### config.mk
export PLATFORM = sky130hd
export DESIGN_NAME = mult_rr_sched
export DESIGN_NICKNAME = d
export VERILOG_FILES = /design/src/rtl/mult_sched_pkg.sv /design/src/rtl/mult_pipe.sv /design/src/rtl/mult_rr_sched.sv
export SDC_FILE = /design/constraint.sdc
export NUM_CORES = 1
export LEC_CHECK = 0
export CAP_MARGIN = 10
export CORE_ASPECT_RATIO = 0.9
export CORE_UTILIZATION = 58
export DETAILED_ROUTE_END_ITERATION = 12
export GPL_ROUTABILITY_DRIVEN = 0
export PLACE_DENSITY = 0.84
export SLEW_MARGIN = 0
export SYNTH_ARGS = -nofsm -noshare
export SYNTH_HDL_FRONTEND = slang
export SYNTH_SLANG_ARGS = --single-unit
### constraint.sdc
create_clock -name CLK -period 6.4 [get_ports CLK]
set_input_delay 0.96 -clock CLK [delete_from_list [all_inputs] [get_ports CLK]]
set_output_delay 0.96 -clock CLK [all_outputs]
set_load 0.05 [all_outputs]
### src/rtl/mult_sched_pkg.sv
// Shared constants and payload types for the round-robin multiplier scheduler.
package mult_sched_pkg;

  localparam int unsigned OP_W    = 8;
  localparam int unsigned PROD_W  = 16;
  localparam int unsigned MUL_LAT = 3;

  localparam logic SRC0 = 1'b0;
  localparam logic SRC1 = 1'b1;

  // Source FIFO word: a in the upper byte, b in the lower byte
  typedef struct packed {
    logic [OP_W-1:0] a;
    logic [OP_W-1:0] b;
  } operands_t;

endpackage

### src/rtl/mult_pipe.sv
// Two-stage registered 8x8 unsigned multiplier carrying a valid bit and source id.
module mult_pipe
  import mult_sched_pkg::*;
(
  input  logic              clk,
  input  logic              rst,
  input  logic              in_vld,
  input  logic              in_src,
  input  logic [PROD_W-1:0] in_data,
  output logic              out_vld,
  output logic              out_src,
  output logic [PROD_W-1:0] out_prod
);

  operands_t         s1_ops_q, s1_ops_d;
  logic              s1_vld_q, s1_vld_d;
  logic              s1_src_q, s1_src_d;
  logic              s2_vld_q, s2_vld_d;
  logic              s2_src_q, s2_src_d;
  logic [PROD_W-1:0] s2_prod_q, s2_prod_d;

  // Stage 1 captures operands on valid; stage 2 holds the full-width product
  always_comb begin
    s1_vld_d  = in_vld;
    s1_src_d  = s1_src_q;
    s1_ops_d  = s1_ops_q;
    s2_vld_d  = s1_vld_q;
    s2_src_d  = s2_src_q;
    s2_prod_d = s2_prod_q;
    if (in_vld) begin
      s1_src_d = in_src;
      s1_ops_d = operands_t'(in_data);
    end
    if (s1_vld_q) begin
      s2_src_d  = s1_src_q;
      s2_prod_d = PROD_W'(s1_ops_q.a) * PROD_W'(s1_ops_q.b);
    end
  end

  // Pipeline registers; reset discards anything in flight
  always_ff @(posedge clk) begin
    if (rst) begin
      s1_vld_q  <= 1'b0;
      s1_src_q  <= 1'b0;
      s1_ops_q  <= '0;
      s2_vld_q  <= 1'b0;
      s2_src_q  <= 1'b0;
      s2_prod_q <= '0;
    end else begin
      s1_vld_q  <= s1_vld_d;
      s1_src_q  <= s1_src_d;
      s1_ops_q  <= s1_ops_d;
      s2_vld_q  <= s2_vld_d;
      s2_src_q  <= s2_src_d;
      s2_prod_q <= s2_prod_d;
    end
  end

  assign out_vld  = s2_vld_q;
  assign out_src  = s2_src_q;
  assign out_prod = s2_prod_q;

endmodule

### src/rtl/mult_rr_sched.sv
// Round-robin scheduler sharing one multiplier between two source FIFOs, with
// exact credit tracking so the destination FIFO can never overflow.
module mult_rr_sched
  import mult_sched_pkg::*;
#(
  parameter int unsigned DST_DEPTH = 16
) (
  input  logic              CLK,
  input  logic              RST,
  input  logic              EN,
  input  logic              EMPTY0,
  input  logic              EMPTY1,
  input  logic [PROD_W-1:0] DOUT0,
  input  logic [PROD_W-1:0] DOUT1,
  input  logic              VALID0,
  input  logic              VALID1,
  output logic              RD0,
  output logic              RD1,
  input  logic              DST_RD,
  output logic              WR_OUT,
  output logic [PROD_W-1:0] DIN_OUT,
  output logic              SRC_OUT,
  output logic [15:0]       CNT0,
  output logic [15:0]       CNT1,
  output logic              ERR
);

  localparam int unsigned OCC_W  = $clog2(DST_DEPTH + 1);
  localparam int unsigned INFL_W = 2;
  localparam int unsigned CRED_W = $clog2(DST_DEPTH + 4);
  localparam int unsigned CNT_W  = 16;

  logic [OCC_W-1:0]  occ_q, occ_d;
  logic [INFL_W-1:0] infl_q, infl_d;
  logic              ptr_q, ptr_d;
  logic              rd0_prev_q, rd0_prev_d;
  logic              rd1_prev_q, rd1_prev_d;
  logic [CNT_W-1:0]  cnt0_q, cnt0_d;
  logic [CNT_W-1:0]  cnt1_q, cnt1_d;
  logic              err_q, err_d;

  logic              credit_ok, elig0, elig1, gnt0, gnt1, gnt;
  logic              occ_dn;
  logic              pipe_vld, pipe_src;
  logic [PROD_W-1:0] pipe_din;
  logic              wr_vld, wr_src;
  logic [PROD_W-1:0] wr_prod;

  // Credit-gated eligibility and round-robin grant; only registered state feeds credit
  always_comb begin
    credit_ok = (CRED_W'(occ_q) + CRED_W'(infl_q)) < CRED_W'(DST_DEPTH);
    elig0     = ~RST & EN & ~EMPTY0 & credit_ok;
    elig1     = ~RST & EN & ~EMPTY1 & credit_ok;
    gnt0      = elig0 & (~elig1 | (ptr_q == SRC0));
    gnt1      = elig1 & (~elig0 | (ptr_q == SRC1));
    gnt       = gnt0 | gnt1;
  end

  assign RD0 = gnt0;
  assign RD1 = gnt1;

  // Returning read data into the multiplier; source 0 wins a protocol collision
  always_comb begin
    pipe_vld = VALID0 | VALID1;
    pipe_src = VALID0 ? SRC0 : SRC1;
    pipe_din = VALID0 ? DOUT0 : DOUT1;
  end

  mult_pipe u_pipe (
    .clk      (CLK),
    .rst      (RST),
    .in_vld   (pipe_vld),
    .in_src   (pipe_src),
    .in_data  (pipe_din),
    .out_vld  (wr_vld),
    .out_src  (wr_src),
    .out_prod (wr_prod)
  );

  // Next state for pointer, credit counters, product counters and error flag
  always_comb begin
    ptr_d      = ptr_q;
    infl_d     = infl_q;
    occ_d      = occ_q;
    rd0_prev_d = gnt0;
    rd1_prev_d = gnt1;
    occ_dn     = DST_RD & (occ_q != '0);

    if (gnt0) begin
      ptr_d = SRC1;
    end else if (gnt1) begin
      ptr_d = SRC0;
    end

    if (gnt && !wr_vld && (infl_q != '1)) begin
      infl_d = infl_q + INFL_W'(1);
    end else if (!gnt && wr_vld && (infl_q != '0)) begin
      infl_d = infl_q - INFL_W'(1);
    end

    if (wr_vld && !occ_dn && (occ_q != OCC_W'(DST_DEPTH))) begin
      occ_d = occ_q + OCC_W'(1);
    end else if (!wr_vld && occ_dn) begin
      occ_d = occ_q - OCC_W'(1);
    end

    cnt0_d = cnt0_q + CNT_W'(wr_vld & (wr_src == SRC0));
    cnt1_d = cnt1_q + CNT_W'(wr_vld & (wr_src == SRC1));

    err_d = err_q | (VALID0 & VALID1) | (VALID0 & ~rd0_prev_q) | (VALID1 & ~rd1_prev_q);
  end

  // Control state registers
  always_ff @(posedge CLK) begin
    if (RST) begin
      ptr_q      <= SRC0;
      infl_q     <= '0;
      occ_q      <= '0;
      rd0_prev_q <= 1'b0;
      rd1_prev_q <= 1'b0;
      cnt0_q     <= '0;
      cnt1_q     <= '0;
      err_q      <= 1'b0;
    end else begin
      ptr_q      <= ptr_d;
      infl_q     <= infl_d;
      occ_q      <= occ_d;
      rd0_prev_q <= rd0_prev_d;
      rd1_prev_q <= rd1_prev_d;
      cnt0_q     <= cnt0_d;
      cnt1_q     <= cnt1_d;
      err_q      <= err_d;
    end
  end

  assign WR_OUT  = wr_vld;
  assign DIN_OUT = wr_prod;
  assign SRC_OUT = wr_src;
  assign CNT0    = cnt0_q;
  assign CNT1    = cnt1_q;
  assign ERR     = err_q;

endmodule
==> key figures <==
Floorplan
  – Placeable Area: between 9000 and 10000 µm²
  – Die Area: between 9000 and 10000 µm²
  – Std cell rows: 33
  – Die extent in x: about 100 µm
  – Initial core utilization: 0.600
  – Top-Level Pins: 93
  – Die height: between 90 and 100 µm

Detailed routing
  – DRC: 0
  – ANT nets after route: 0
  – Routed WL per cell: 15.1 µm
  – Via count: 4625
  – Total Routed Length: ~13000 µm
  – Via density: roughly 5.5
  – Initial DRC count: about 210
  – First-pass DRT Iterations: 6

Global route
  – First-pass GRT wire length: between 20000 and 25000 µm
  – Initial antenna violation count: 0
  – Largest net degree at the start of global routing: 77
  – Tot GR Track Use: 0.266
  – Vias in the first global route: 4445
  – GR Overflow Total: 0

Flow run
  – Max_cap viols: 0

Power
  – PD cells: 187 nW/µm²
  – Pwr Total: 1.26 mW
  – Worst VDD drop: 0.000159 V
  – Leak pwr: 3.00 nW

Yosys
  – Proportion of synthesized chip area in sequential cells: 0.288
  – Cell variety after synth: between 50 and 60
  – Top_reg_cell synth: dfxtp_1
  – Cells after Synth: a little over 600
  – Mapped cell area: about 5500 µm²
  – Synth area leader: dfxtp_1
  – Mean Syn Cell Area: about 8.8 µm²
  – Yosys top cell area share: 0.288
  – Top cells by area, synth: dfxtp_1 (29%), fa_1 (13%), ha_1 (10%)
  – EDFF count, synth: 0
  – Synth Warn #: 0
  – Ys async rst share: 0
  – Syn_nets: 743
  – Seq cells post-synth: 79

Cells and area
  – Most common cell after layout, fill and taps aside: clkdlybuf4s50_1
  – Final Util: 0.736
  – Area grow syn2layout: 22.7%
  – Post-route insts no fill: ~840
  – Reg area: 1580 µm²
  – Number of fill cells: roughly 680
  – Post-layout instance area: roughly 6700 µm²
  – Antenna diodes: 0
  – Nets@finish: 832
  – Most frequent cells in the layout: clkdlybuf4s50_1 (91), nor2_1 (81), dfxtp_1 (79)
  – Area of the multi-input gates: 3630 µm²
  – Fraction of layout cells with a size suffix above 1: 0.0405

Hold path
  – HP Class: reg2reg

Timing
  – Worst Clk Skew: 0.0155 ns
  – Worst slew margin relative to its limit: 0.200
  – Min Hold Slack: between 0.4 and 0.5 ns
  – Worst-margin pin slew: between 1 and 1.5 ns
  – RSZ-0062 raised after global routing: no
  – Max-slew violation count: 0
  – Sum Neg Setup Slack: 0 ns
  – Hold violation count in the final report: 0
  – Tmin final: between 4 and 5 ns
  – Setup ws final: roughly 2.0 ns
  – Fin crit share: 0.681
  – Final setup violating endpoints: 0
  – Peak Freq: 0.230 GHz

Run status
  – Outcome: finished clean

Place
  – Buffers on Ports: between 90 and 100
  – Dpl ws: around 2.1 ns
  – DP Cell Count: roughly 800
  – Area after detailed placement: roughly 6500 µm²
  – Dpl hpwl: approximately 9300 µm

Critical path
  – Crit path max fanout: 9
  – Crit Path Class: reg2reg
  – CP startpoint kind: register
  – WP data arrival: between 4 and 5 ns
  – Critical path endpoint category: register
  – CP required: approximately 6.7 ns

Clock network
  – Clk_lat worst skew: around 0.35 ns
  – H-tree Lvls: 3
  – # clock sinks: about 80
  – CTS tree: done
  – Clock Tree Root: clkbuf_8
  – CTS Buffer Depth: 2
  – CTS clock-pin slew for the worst setup and hold paths: about 0.090 ns
  – Post-CTS Hold Fix Bufs: 0
  – Post-cts repair resize count: 0
  – # Post-CTS Setup Buffers: 0
  – Cts bufs inserted: 9
sequential cells by signal, summed over array words and instances (netlist names), 2 cells and up:
name and count:
CNT1 16, u_pipe.out_prod 16, u_pipe.s1_ops_q 16, occ_q 5, infl_q 2, CNT0 16
final cells by class:
class,count,area share
multi-input cells,468,0.538
clock buffers,10,0.0204
inverters,58,0.0323
well taps,122,0.0226
flip-flops and latches,79,0.234
clock inverters,6,0.00983
repair buffers,95,0.142
worst max-delay path: stages, from the launching register on:
cell	delay [ns]
dfxtp_1	0.54
and2_1	0.21
fa_1	0.44
fa_1	0.54
fa_1	0.55
inv_1	0.06
fa_1	0.53
inv_1	0.04
ha_1	0.39
and4_1	0.27
nand3_1	0.09
a21oi_1	0.23
nor4_1	0.09
o31ai_1	0.27
per-layer routing:
layer / track usage / wire, µm
met1: 0.355 / 5790
met2: 0.453 / 6000
met3: 0.0538 / 779
met4: 0.0469 / 95
met5: 0 / 0
power breakdown:
part / leakage [nW] / switching (mW) / internal [mW] / total, mW
Combinational: 2.25 / 0.170 / 0.145 / 0.315
Sequential: 0.644 / 0.0416 / 0.519 / 0.560
Clock: 0.107 / 0.193 / 0.193 / 0.386
Total: 3.00 / 0.405 / 0.857 / 1.26
cells by family after synthesis:
logic type | count (synthesis) | share of synthesized area
XOR/XNOR | 30 | 0.0478
adder cells (fa/ha/maj) | 81 | 0.235
AO/OA/AOI/OAI | 97 | 0.117
buffers and inverters | 75 | 0.0515
AND/OR/NAND/NOR | 234 | 0.214
flip-flops | 79 | 0.288
multiplexers | 26 | 0.0474
cells in the mapped netlist, types with 11 or more instances:
cell type,count
nand3_1,14
xnor2_1,19
nand2_1,32
a21oi_1,42
fa_1,37
mux2i_1,26
dfxtp_1,79
xor2_1,11
nor2_1,81
o21ai_0,14
clkbuf_1,11
inv_1,58
ha_1,44
and2_1,55
final timing paths:
kind | start | endpoint | slack (ns) | cells past startpoint
worst min register to register | ERR$_SDFF_PP0_ | ERR$_SDFF_PP0_ | 0.48 | 2
worst max register to register | u_pipe.s1_ops_q[5]$_SDFFE_PP0P_ | u_pipe.out_prod[14]$_SDFFE_PP0P_ | 2.04 | 13
worst min-delay path | ERR$_SDFF_PP0_ | ERR$_SDFF_PP0_ | 0.48 | 2
worst max-delay path | u_pipe.s1_ops_q[5]$_SDFFE_PP0P_ | u_pipe.out_prod[14]$_SDFFE_PP0P_ | 2.04 | 13
Power figures use the tool's default switching activity.
